===== src/rtl/fpu_op_sequencer.sv =====
// Sequences one fadd/fsub from the CPU execute stage through the stb/ack FP adder
// (send A, send B, collect Z) and returns a one-cycle result pulse with latency.
module fpu_op_sequencer #(
    parameter int LAT_W = 16
) (
    input  logic             clk,
    input  logic             rst,
    input  logic             req_valid,
    output logic             req_ready,
    input  logic [3:0]       req_op,
    input  logic [31:0]      req_a,
    input  logic [31:0]      req_b,
    output logic             resp_valid,
    output logic [31:0]      resp_data,
    output logic             resp_illegal,
    output logic [LAT_W-1:0] resp_latency,
    output logic             busy,
    output logic [31:0]      u_a,
    output logic             u_a_stb,
    input  logic             u_a_ack,
    output logic [31:0]      u_b,
    output logic             u_b_stb,
    input  logic             u_b_ack,
    input  logic [31:0]      u_z,
    input  logic             u_z_stb,
    output logic             u_z_ack
);

    typedef enum logic [2:0] {
        S_IDLE,
        S_SEND_A,
        S_SEND_B,
        S_WAIT_Z,
        S_DONE
    } state_t;

    localparam logic [3:0]       OP_FADD = 4'b0000;
    localparam logic [3:0]       OP_FSUB = 4'b0001;
    localparam logic [LAT_W-1:0] LAT_MAX = '1;

    state_t           state_reg, state_next;
    logic [31:0]      u_a_reg, u_a_next;
    logic [31:0]      u_b_reg, u_b_next;
    logic [31:0]      resp_data_reg, resp_data_next;
    logic             resp_illegal_reg, resp_illegal_next;
    logic [LAT_W-1:0] resp_latency_reg, resp_latency_next;
    logic [LAT_W-1:0] lat_cnt_reg, lat_cnt_next;
    logic [LAT_W-1:0] lat_inc;
    logic [31:0]      b_capture;
    logic             op_legal;
    logic             accept;
    logic             z_hs;
    logic             in_flight;

    assign op_legal  = (req_op == OP_FADD) || (req_op == OP_FSUB);
    assign accept    = (state_reg == S_IDLE) && req_valid;
    assign z_hs      = (state_reg == S_WAIT_Z) && u_z_stb;
    assign in_flight = (state_reg == S_SEND_A) || (state_reg == S_SEND_B) ||
                       (state_reg == S_WAIT_Z);

    // fsub is executed on the adder by negating operand B
    assign b_capture = {req_b[31] ^ (req_op == OP_FSUB), req_b[30:0]};

    // Saturating increment so a stalled unit cannot wrap the reported latency
    assign lat_inc = (lat_cnt_reg == LAT_MAX) ? lat_cnt_reg : lat_cnt_reg + LAT_W'(1);

    always_comb begin
        state_next = state_reg;
        case (state_reg)
            S_IDLE: begin
                if (req_valid) begin
                    state_next = op_legal ? S_SEND_A : S_DONE;
                end
            end
            S_SEND_A: begin
                if (u_a_ack) begin
                    state_next = S_SEND_B;
                end
            end
            S_SEND_B: begin
                if (u_b_ack) begin
                    state_next = S_WAIT_Z;
                end
            end
            S_WAIT_Z: begin
                if (u_z_stb) begin
                    state_next = S_DONE;
                end
            end
            S_DONE: begin
                state_next = S_IDLE;
            end
            default: begin
                state_next = S_IDLE;
            end
        endcase
    end

    // Handshake outputs decode from the state register only
    always_comb begin
        req_ready  = 1'b0;
        busy       = 1'b1;
        u_a_stb    = 1'b0;
        u_b_stb    = 1'b0;
        u_z_ack    = 1'b0;
        resp_valid = 1'b0;
        case (state_reg)
            S_IDLE: begin
                req_ready = 1'b1;
                busy      = 1'b0;
            end
            S_SEND_A: u_a_stb    = 1'b1;
            S_SEND_B: u_b_stb    = 1'b1;
            S_WAIT_Z: u_z_ack    = 1'b1;
            S_DONE:   resp_valid = 1'b1;
            default: begin
                busy = 1'b1;
            end
        endcase
    end

    always_comb begin
        u_a_next          = u_a_reg;
        u_b_next          = u_b_reg;
        resp_data_next    = resp_data_reg;
        resp_illegal_next = resp_illegal_reg;
        resp_latency_next = resp_latency_reg;
        lat_cnt_next      = lat_cnt_reg;

        if (accept) begin
            u_a_next          = req_a;
            u_b_next          = b_capture;
            lat_cnt_next      = '0;
            resp_illegal_next = !op_legal;
            // Illegal ops go straight to DONE, so their result is loaded here
            if (!op_legal) begin
                resp_data_next    = '0;
                resp_latency_next = '0;
            end
        end

        if (in_flight) begin
            lat_cnt_next = lat_inc;
        end

        if (z_hs) begin
            resp_data_next    = u_z;
            resp_latency_next = lat_inc;
        end
    end

    always_ff @(posedge clk or posedge rst) begin
        if (rst) begin
            state_reg        <= S_IDLE;
            u_a_reg          <= '0;
            u_b_reg          <= '0;
            resp_data_reg    <= '0;
            resp_illegal_reg <= 1'b0;
            resp_latency_reg <= '0;
            lat_cnt_reg      <= '0;
        end else begin
            state_reg        <= state_next;
            u_a_reg          <= u_a_next;
            u_b_reg          <= u_b_next;
            resp_data_reg    <= resp_data_next;
            resp_illegal_reg <= resp_illegal_next;
            resp_latency_reg <= resp_latency_next;
            lat_cnt_reg      <= lat_cnt_next;
        end
    end

    assign u_a          = u_a_reg;
    assign u_b          = u_b_reg;
    assign resp_data    = resp_data_reg;
    assign resp_illegal = resp_illegal_reg;
    assign resp_latency = resp_latency_reg;

endmodule

===== config.mk =====
export PLATFORM = sky130hd
export DESIGN_NAME = fpu_op_sequencer
export DESIGN_NICKNAME = d
export VERILOG_FILES = /design/src/rtl/fpu_op_sequencer.sv
export SDC_FILE = /design/constraint.sdc
export NUM_CORES = 1
export LEC_CHECK = 0
export ABC_AREA = 1
export BUFFER_PORTS_ARGS = -buffer_cell sky130_fd_sc_hd__clkbuf_2
export CAP_MARGIN = 20
export CELL_PAD_IN_SITES_DETAIL_PLACEMENT = 2
export CELL_PAD_IN_SITES_GLOBAL_PLACEMENT = 2
export CORE_ASPECT_RATIO = 0.8
export CORE_UTILIZATION = 26
export CTS_BUF_LIST = sky130_fd_sc_hd__clkbuf_16
export CTS_CLUSTER_DIAMETER = 40
export DETAILED_ROUTE_END_ITERATION = 10
export PLACE_DENSITY_LB_ADDON = 0.1
export SYNTH_ARGS = -nofsm -noshare
export SYNTH_HDL_FRONTEND = slang
export SYNTH_SLANG_ARGS = --single-unit
export TNS_END_PERCENT = 30

===== constraint.sdc =====
create_clock -name clk -period 4.4 [get_ports clk]
set_input_delay 0.44 -clock clk [delete_from_list [all_inputs] [get_ports clk]]
set_output_delay 0.44 -clock clk [all_outputs]
set_load 0.01 [all_outputs]

### Word level (Yosys, flattened, before mapping)

Index checks and enable logic that the tools add are counted.

* flip-flop bits (word level): 132
* input port bits: 106
* output and inout bits: 119

* add/subtract/negate cells: 1
* equal/unequal tests: 11
* muxes and demuxes: 21
* bitwise logic cells: 1
* reduce and logical (&&, ||, !) cells: 12

Operators by type and width (number)
* 16-bit 2-to-1 mux: 6
* 32-bit 2-to-1 mux: 3
* 16-bit by 1-bit adder with 16-bit output, second input constant: 1
* 16-bit == test, second input constant: 1
* 3-bit 2-to-1 mux: 5
* 3-bit case mux with 4 select lines: 1
* 2-bit != test, second input constant: 4
* 3-bit by 2-bit == test with 1-bit output, second input constant: 2
* 1-bit 2-to-1 mux: 6
* 4-bit by 1-bit == test with 1-bit output, second input constant: 1
* 4-bit logical NOT: 1
* 4-bit AND reduction: 1
* 2-bit nonzero test: 2
* 3-bit by 1-bit == test with 1-bit output, second input constant: 1
* 3-bit == test, second input constant: 1
* 3-bit logical NOT: 1
* 1-bit logical OR: 3
* 1-bit logical AND: 2
* 2-bit by 1-bit != test with 1-bit output, second input constant: 1
* 2-bit AND reduction: 1
* 1-bit logical NOT: 1
* 1-bit XOR: 1

### Depth between registers and ports, before layout

Gate-level depths: netlist of run 1.

* word-level depth: 5
* depth in mapped cells: 12

### Worst setup path before layout of run 1

No wires, ideal clock.

* path kind: register -> register
* start: register lat_cnt_reg[0]
* end: register lat_cnt_reg[1]
* setup time: 0.117 ns
* arrival time: 1.420 ns
* path slack: 2.863 ns
* stages on the path, launching flop included: 11
* cell sequence: dfrtp_1 > ha_1 > nand2_1 > nor2_1 > nand2_2 > nor2_4 > inv_2 > nand2_1 > nand2_1 > nand2_1 > nand2_1

* cells in the longest elaborated chain, start to end: 3

Ends and longest elaborated chain
* start, declared: RTL line 47 `logic [LAT_W-1:0] lat_cnt_reg, lat_cnt_next;`
* start signal, assigned: RTL line 168 `lat_cnt_reg <= lat_cnt_next;`
* 16-bit by 1-bit adder with 16-bit output / 16-bit == test (equally long branches): RTL line 65 `assign lat_inc = (lat_cnt_reg == LAT_MAX) ? lat_cnt_reg : lat_cnt_reg + LAT_W'(1);`
* 16-bit 2-to-1 mux *: RTL line 65
* 16-bit 2-to-1 mux *: RTL line 142 `if (in_flight) begin`

Mark *: on every way between the ends. The rest lies on a longest branch, timed or not.
A chain may end at the register's enable or synchronous reset.

### Worst setup path in the final report of run 1

* start: register state_reg[1]
* end: register resp_latency_reg[4] (netlist: resp_latency[4])

* cells in the longest elaborated chain, start to end: 4

Ends and longest elaborated chain
* start, declared: RTL line 41 `state_t state_reg, state_next;`
* start signal, assigned: RTL line 162 `state_reg <= state_next;`
* 3-bit by 2-bit == test with 1-bit output / 3-bit logical NOT (equally long branches): RTL line 57, 56
* 1-bit logical AND, on equally long branches: RTL line 57, 56
* 2-bit by 1-bit != test with 1-bit output (no source line) / 2-bit nonzero test (equally long branches)
* 2-bit AND reduction (no source line)
* end signal, assigned: RTL line 167 `resp_latency_reg <= resp_latency_next;`
* end, declared: RTL line 46 `logic [LAT_W-1:0] resp_latency_reg, resp_latency_next;`

Several ways; a longest one is shown, not always the timed one.

==> results of run 1 <==
[metal layers]
| layer | vias up | global-route usage | wire, µm |
|---|---|---|---|
| li1 | 2519 | - | - |
| met1 | 2571 | 0.220 | 8290 |
| met2 | 155 | 0.298 | 9030 |
| met3 | 23 | 0.0674 | 1680 |
| met4 | 0 | 0.0566 | 284 |
| met5 | - | 0 | 0 |
[cell families after synthesis]
group / Yosys count / synth area share
AND/OR/NAND/NOR: 470 / 0.332
flip-flops: 132 / 0.595
buffers and inverters: 59 / 0.0469
AO/OA/AOI/OAI: 19 / 0.0176
XOR/XNOR: 4 / 0.00631
adder cells (fa/ha/maj): 1 / 0.00225
[placed cells by master (no fill, tap or decap)]
master | synthesis | routed
clkinv_1 | 0 | 2
nand2_4 | 1 | 1
nand2_2 | 4 | 4
buf_4 | 1 | 2
nand3b_1 | 2 | 2
clkbuf_2 | 0 | 224
inv_4 | 1 | 1
inv_2 | 3 | 3
o21ai_0 | 17 | 17
nand3_1 | 23 | 23
clkinv_2 | 0 | 3
nor2_2 | 2 | 2
clkinvlp_4 | 0 | 2
nor3_1 | 1 | 1
clkinv_4 | 0 | 4
nor2_4 | 1 | 2
nand2_1 | 411 | 411
o21ai_1 | 1 | 1
dfrtp_1 | 132 | 132
inv_1 | 30 | 30
nand4_1 | 4 | 4
inv_6 | 0 | 1
bufinv_16 | 0 | 3
xor2_1 | 3 | 3
ha_1 | 1 | 1
xnor2_1 | 1 | 1
o21bai_1 | 1 | 1
nor2_1 | 20 | 19
or2_2 | 1 | 1
clkbuf_16 | 0 | 17
[critical path, stage by stage (launching register included)]
cell and delay, ns:
dfrtp_1 0.39, inv_1 0.09, nand2_2 0.11, inv_2 0.06, nand2_4 0.55, inv_4 0.46, nand2_2 0.19, nand2_2 0.08
inv_2 0.60, nand2_1 0.14, nand2_1 0.13
[layout make-up]
type / count / area, µm² / share of cell area
tap: 269 / 337 / 0.0449
sequential: 132 / 3300 / 0.440
clock buffer: 17 / 425 / 0.0567
timing repair buffer: 226 / 1140 / 0.151
multi-input combinational: 494 / 2000 / 0.266
inverter: 34 / 135 / 0.0180
clock inverter: 15 / 166 / 0.0222
[power groups by stage]
stage | Combinational [mW] | Clock, mW | Sequential (mW)
finish | 1.44 | 1.44 | 1.80
global route | 1.62 | 1.53 | 1.85
CTS | 1.48 | 1.49 | 1.81
detailed placement | 1.48 | 0 | 1.82
global placement | 1.41 | 0 | 1.80
floorplan | 0.664 | 0 | 1.94
[metrics by stage]
stage	cells	area, µm²	hold WS, ns	util	power, mW
2_1_floorplan	685	5550	0.492	-	2.61
4_1_cts	1187	7500	0.198	0.360	4.78
5_1_grt	1187	7500	0.206	0.360	5.00
3_3_place_gp	1155	6910	0.454	0.332	3.21
6_report	1187	7500	0.215	0.360	4.68
3_5_place_dp	1155	6910	0.460	0.332	3.29
[path summary, 6_finish.rpt]
| check | endpoint | slack, ns | cells after the start |
|---|---|---|---|
| min in group asynchronous | u_a[2]$_DFFE_PP0P_ | 0.27 | 2 |
| worst min register to register | resp_latency[2]$_DFFE_PP0P_ | 0.47 | 2 |
| worst min-delay path | u_b[15]$_DFFE_PP0P_ | 0.21 | 3 |
| worst max register to register | resp_latency[4]$_DFFE_PP0P_ | 1.47 | 10 |
| max in group asynchronous | lat_cnt_reg[5]$_DFFE_PP0P_ | 3.17 | 3 |
| worst max-delay path | resp_latency[4]$_DFFE_PP0P_ | 1.47 | 10 |
==> flow_metrics.env, run 1 <==
export IMPL_root_buffer="clkbuf_16"
export IMPL_cp_data_arrival_time_ns=3.27
export IMPL_async_flop_share=1.00
export IMPL_ant_nets=0
export IMPL_synthCells=685
export IMPL_htreeDepth=4
export IMPL_synth_most_common_cell="nand2_1"
export IMPL_path_class="reg2reg"
export IMPL_track_usage=0.182
export IMPL_insertion_delay_ns=0.42
export IMPL_gr_total_overflow=0
export IMPL_tightest_slew_ns=0.987
export IMPL_cts_tree="done"
export IMPL_detail_route_vias_per_cell=4.44
export IMPL_setup_viol=0
export IMPL_die_h_um=133
export IMPL_rsz0062_at_grt="false"
export IMPL_place_ws_ns=1.40
export IMPL_cts_sinks=132
export IMPL_relSlewSlack=0.342
export IMPL_grt_pass1_vias=5941
export IMPL_place_hpwl_um=13500
export IMPL_ys_ff_latch=132
export IMPL_numPortBuffers=224
export IMPL_cts_resized=0
export IMPL_nNetsFinal=1012
export IMPL_core_um2=20800
export IMPL_synth_area_leaders="dfrtp_1, nand2_1, nand3_1"
export IMPL_dr_pass1_iters=7
export IMPL_synth_top_flop_cell="dfrtp_1"
export IMPL_antenna_found_initial=0
export IMPL_switching_power_mw=1.74
export IMPL_syn_nets=792
export IMPL_max_clock_freq_ghz=0.342
export IMPL_drive_gt1_frac=0.294
export IMPL_violations="design-rule violations"
export IMPL_hold_start="req_b[15]"
export IMPL_r2r_start="state_reg[1]$_DFFE_PP0P_"
export IMPL_wl_um=19300
export IMPL_dieArea_um2=21900
export IMPL_fin_setup_tns_ns=0
export IMPL_leakage_nw=4.40
export IMPL_postLayoutSetupSlackWorst_ns=1.47
export IMPL_synth_area_leader_cell="dfrtp_1"
export IMPL_rows=47
export IMPL_hold_violations=0
export IMPL_status="complete, but fails checks"
export IMPL_hold_class="in2reg"
export IMPL_areaGrowthSynthToFinish_pct=35.1
export IMPL_skew_ns=0.0118
export IMPL_yosysWarnings=0
export IMPL_fillers=2468
export IMPL_drc=24
export IMPL_cts_made_buffers=17
export IMPL_clock_path_buffers=2
export IMPL_finalCriticalPeriod_ns=2.93
export IMPL_diodes=0
export IMPL_clock_power_share=0.308
export IMPL_ir_worst_vdd_v=0.000233
export IMPL_synth_top_area_share=0.595
export IMPL_ioPinCount=225
export IMPL_holdBufCountCts=0
export IMPL_grt_max_degree=107
export IMPL_crit_path_end_kind="flip-flop"
export IMPL_syn_cell_area_um2=5550
export IMPL_vias=5268
export IMPL_seq_area_frac_synth=0.595
export IMPL_cp_max_fo=68
export IMPL_p_sw_frac=0.371
export IMPL_final_max_slew_viol_count=0
export IMPL_drt_initial_drc_count=200
export IMPL_cap_violations=0
export IMPL_grt_first_pass_wirelength_um=30800
export IMPL_die_w_um=165
export IMPL_fin_crit_sh=0.665
export IMPL_p_per_area_nw_per_um2=624
export IMPL_p_seq_frac=0.385
export IMPL_clk_pin_slew_worst_paths_ns=0.06
export IMPL_post_cts_buffers=0
export IMPL_synthDistinctLibCells=26
export IMPL_p_comb_frac=0.307
export IMPL_wl_per_cell_um=16.2
export IMPL_avgSynthCellArea_um2=8.11
export IMPL_required_ns=4.75
export IMPL_setup_worst_path_start="state_reg[1]$_DFFE_PP0P_"
export IMPL_critPathLaunchType="flip-flop"
export IMPL_start_util=0.267
export IMPL_ys_top_cells_by_count="nand2_1, dfrtp_1, inv_1"
export IMPL_gp_routability_congestion=0.771
export IMPL_synth_edf_count=0
export IMPL_p_int_mw=2.94
Note: power is estimated with default switching activity, not from simulation.
==> inputs of run 2 (changes only) <==
==> constraint.sdc (replaced) <==
create_clock -name clk -period 2.93 [get_ports clk]
set_input_delay 0.293 -clock clk [delete_from_list [all_inputs] [get_ports clk]]
set_output_delay 0.293 -clock clk [all_outputs]
set_load 0.01 [all_outputs]
==> run 2 against run 1 <==
  * Critical endpoint unchanged
  * Highest routed layer unchanged
  * Sequential share of layout area fell by 0.41 points
  * Routed wire length fell by 0.22%
  * Non-clock buffer count rose by 5
  * Via count rose by 0.46%
  * The run still ends with design-rule violations left
  * Clock power rose by 56%
  * Setup slack got worse by 0.54 ns
  * Flip-flop and latch count did not move
==> flow_metrics.env, run 2 (synthesis results as in run 1) <==
export IMPL_p_per_area_nw_per_um2=942
export IMPL_drc=26
export IMPL_cts_tree="done"
export IMPL_power_total_mw=7.13
export IMPL_cts_made_buffers=17
export IMPL_die_h_um=133
export IMPL_hold_slack_ns=0.0716
export IMPL_max_clock_freq_ghz=0.499
export IMPL_cp_depth=9
export IMPL_hold_class="in2reg"
export IMPL_cts_resized=0
export IMPL_ioPinCount=225
export IMPL_violations="design-rule violations"
export IMPL_root_buffer="clkbuf_16"
export IMPL_min_to="u_a[23]$_DFFE_PP0P_"
export IMPL_wl_um=19200
export IMPL_rsz0062_at_grt="false"
export IMPL_status="complete, but fails checks"
export IMPL_leakage_nw=4.43
export IMPL_path_class="reg2reg"
export IMPL_final_cell_mix="nand2_1, clkbuf_2, dfrtp_1, inv_1, nand3_1"
export IMPL_cp_max_fo=10
export IMPL_setup_viol=0
export IMPL_r2r_start="lat_cnt_reg[0]$_DFFE_PP0P_"
export IMPL_detail_route_vias_per_cell=4.44
export IMPL_drt_initial_drc_count=245
export IMPL_gp_routability_congestion=0.721
export IMPL_critPathLaunchType="flip-flop"
export IMPL_slowest_stage="dfrtp_1"
export IMPL_place_hpwl_um=13900
export IMPL_gr_total_overflow=0
export IMPL_hold_start="req_a[23]"
export IMPL_ir_worst_vdd_v=0.000334
export IMPL_htreeDepth=4
export IMPL_crit_path_end_kind="flip-flop"
export IMPL_diodes=0
export IMPL_cts_sinks=132
export IMPL_path_cells="ha_1 > nand2_1 > nor2_1 > nand2_2 > nor2_4 > inv_2 > nand3_1 > nand2_1 > nand2_1"
export IMPL_min_path_cells=3
export IMPL_utilization=0.364
export IMPL_rows=47
export IMPL_r2r_end="resp_latency[4]$_DFFE_PP0P_"
export IMPL_cap_violations=0
export IMPL_ff2ff_path_depth=9
export IMPL_required_ns=3.27
export IMPL_antenna_found_initial=0
export IMPL_die_w_um=165
export IMPL_grt_first_pass_wirelength_um=31200
export IMPL_vias=5292
export IMPL_hold_violations=0
export IMPL_numPortBuffers=224
export IMPL_fin_setup_tns_ns=0
export IMPL_clk_pin_slew_worst_paths_ns=0.06
export IMPL_track_usage=0.185
export IMPL_cp_data_arrival_time_ns=2.34
export IMPL_core_um2=20800
export IMPL_clock_path_buffers=2
export IMPL_final_max_slew_viol_count=0
export IMPL_skew_ns=0.0112
export IMPL_nNetsFinal=1017
export IMPL_cpPeakStageDelay_ns=0.45
export IMPL_tightest_slew_ns=0.854
export IMPL_crit_family="simple AND/OR/NAND/NOR gates"
export IMPL_fin_crit_sh=0.683
export IMPL_relSlewSlack=0.430
export IMPL_worst_r2r_setup_slack_ns=0.93
export IMPL_finalCriticalPeriod_ns=2.00
export IMPL_wl_per_cell_um=16.2
export IMPL_start_util=0.267
export IMPL_cp_num_buf_inv=1
export IMPL_dieArea_um2=21900
export IMPL_areaGrowthSynthToFinish_pct=36.3
export IMPL_grt_pass1_vias=6046
export IMPL_fillers=2460
export IMPL_drive_gt1_frac=0.298
export IMPL_grt_max_degree=76
export IMPL_final_common_cell="nand2_1"
export IMPL_ant_nets=0
export IMPL_insertion_delay_ns=0.41
export IMPL_cp_common_cell="nand2_1"
export IMPL_dr_pass1_iters=8
==> run 2: cell type report <==
class / instances / area, µm² / area share
Multi-Input combinational cell: 494 / 2000 / 0.264
Tap cell: 269 / 337 / 0.0445
Clock buffer: 17 / 425 / 0.0562
Inverter: 34 / 134 / 0.0177
Timing Repair Buffer: 231 / 1190 / 0.157
Clock inverter: 14 / 185 / 0.0245
Sequential cell: 132 / 3300 / 0.436
==> run 2: worst max path at each step <==
stage,startpoint,end,slack [ns]
after floorplan,rst,lat_cnt_reg[0]$_DFFE_PP0P_,1.0
after global placement,lat_cnt_reg[0]$_DFFE_PP0P_,lat_cnt_reg[1]$_DFFE_PP0P_,1.06
after detailed placement,lat_cnt_reg[0]$_DFFE_PP0P_,lat_cnt_reg[1]$_DFFE_PP0P_,0.91
after CTS,lat_cnt_reg[0]$_DFFE_PP0P_,resp_latency[4]$_DFFE_PP0P_,0.89
after global routing,lat_cnt_reg[0]$_DFFE_PP0P_,lat_cnt_reg[1]$_DFFE_PP0P_,0.73
final,lat_cnt_reg[0]$_DFFE_PP0P_,resp_latency[4]$_DFFE_PP0P_,0.93
==> run 2: where the power goes <==
group          switching [mW]  internal, mW
Clock                   0.829          1.42
Combinational            1.44         0.740
Sequential              0.337          2.36
Total                    2.61          4.52
==> run 2: metrics by stage <==
step	area [µm²]	instances	setup slack, ns
floorplan	5560	685	1.00
finish	7570	1191	0.928
global route	7570	1191	0.725
detailed placement	6950	1159	0.914
CTS	7570	1191	0.892
global placement	6950	1159	1.06
==> run 2: per-layer routing <==
metal | vias to the layer above | part of all wire | global-route usage
met1 | 2600 | 0.41 | 0.210
met3 | 15 | 0.088 | 0.0734
met4 | 0 | 0.013 | 0.0571
li1 | 2524 | - | -
met5 | - | 0 | 0
met2 | 153 | 0.49 | 0.315
==> run 2: timing repair <==
action | in CTS | in global routing
hold buffers | 1 | 0
hold endpoints to repair | 25 | 0
setup buffers | 0 | 0
==> run 2: tightest hold or removal path: stages <==
cell and delay, ns:
clkbuf_2 0.07, nand2_1 0.04, nand2_1 0.04
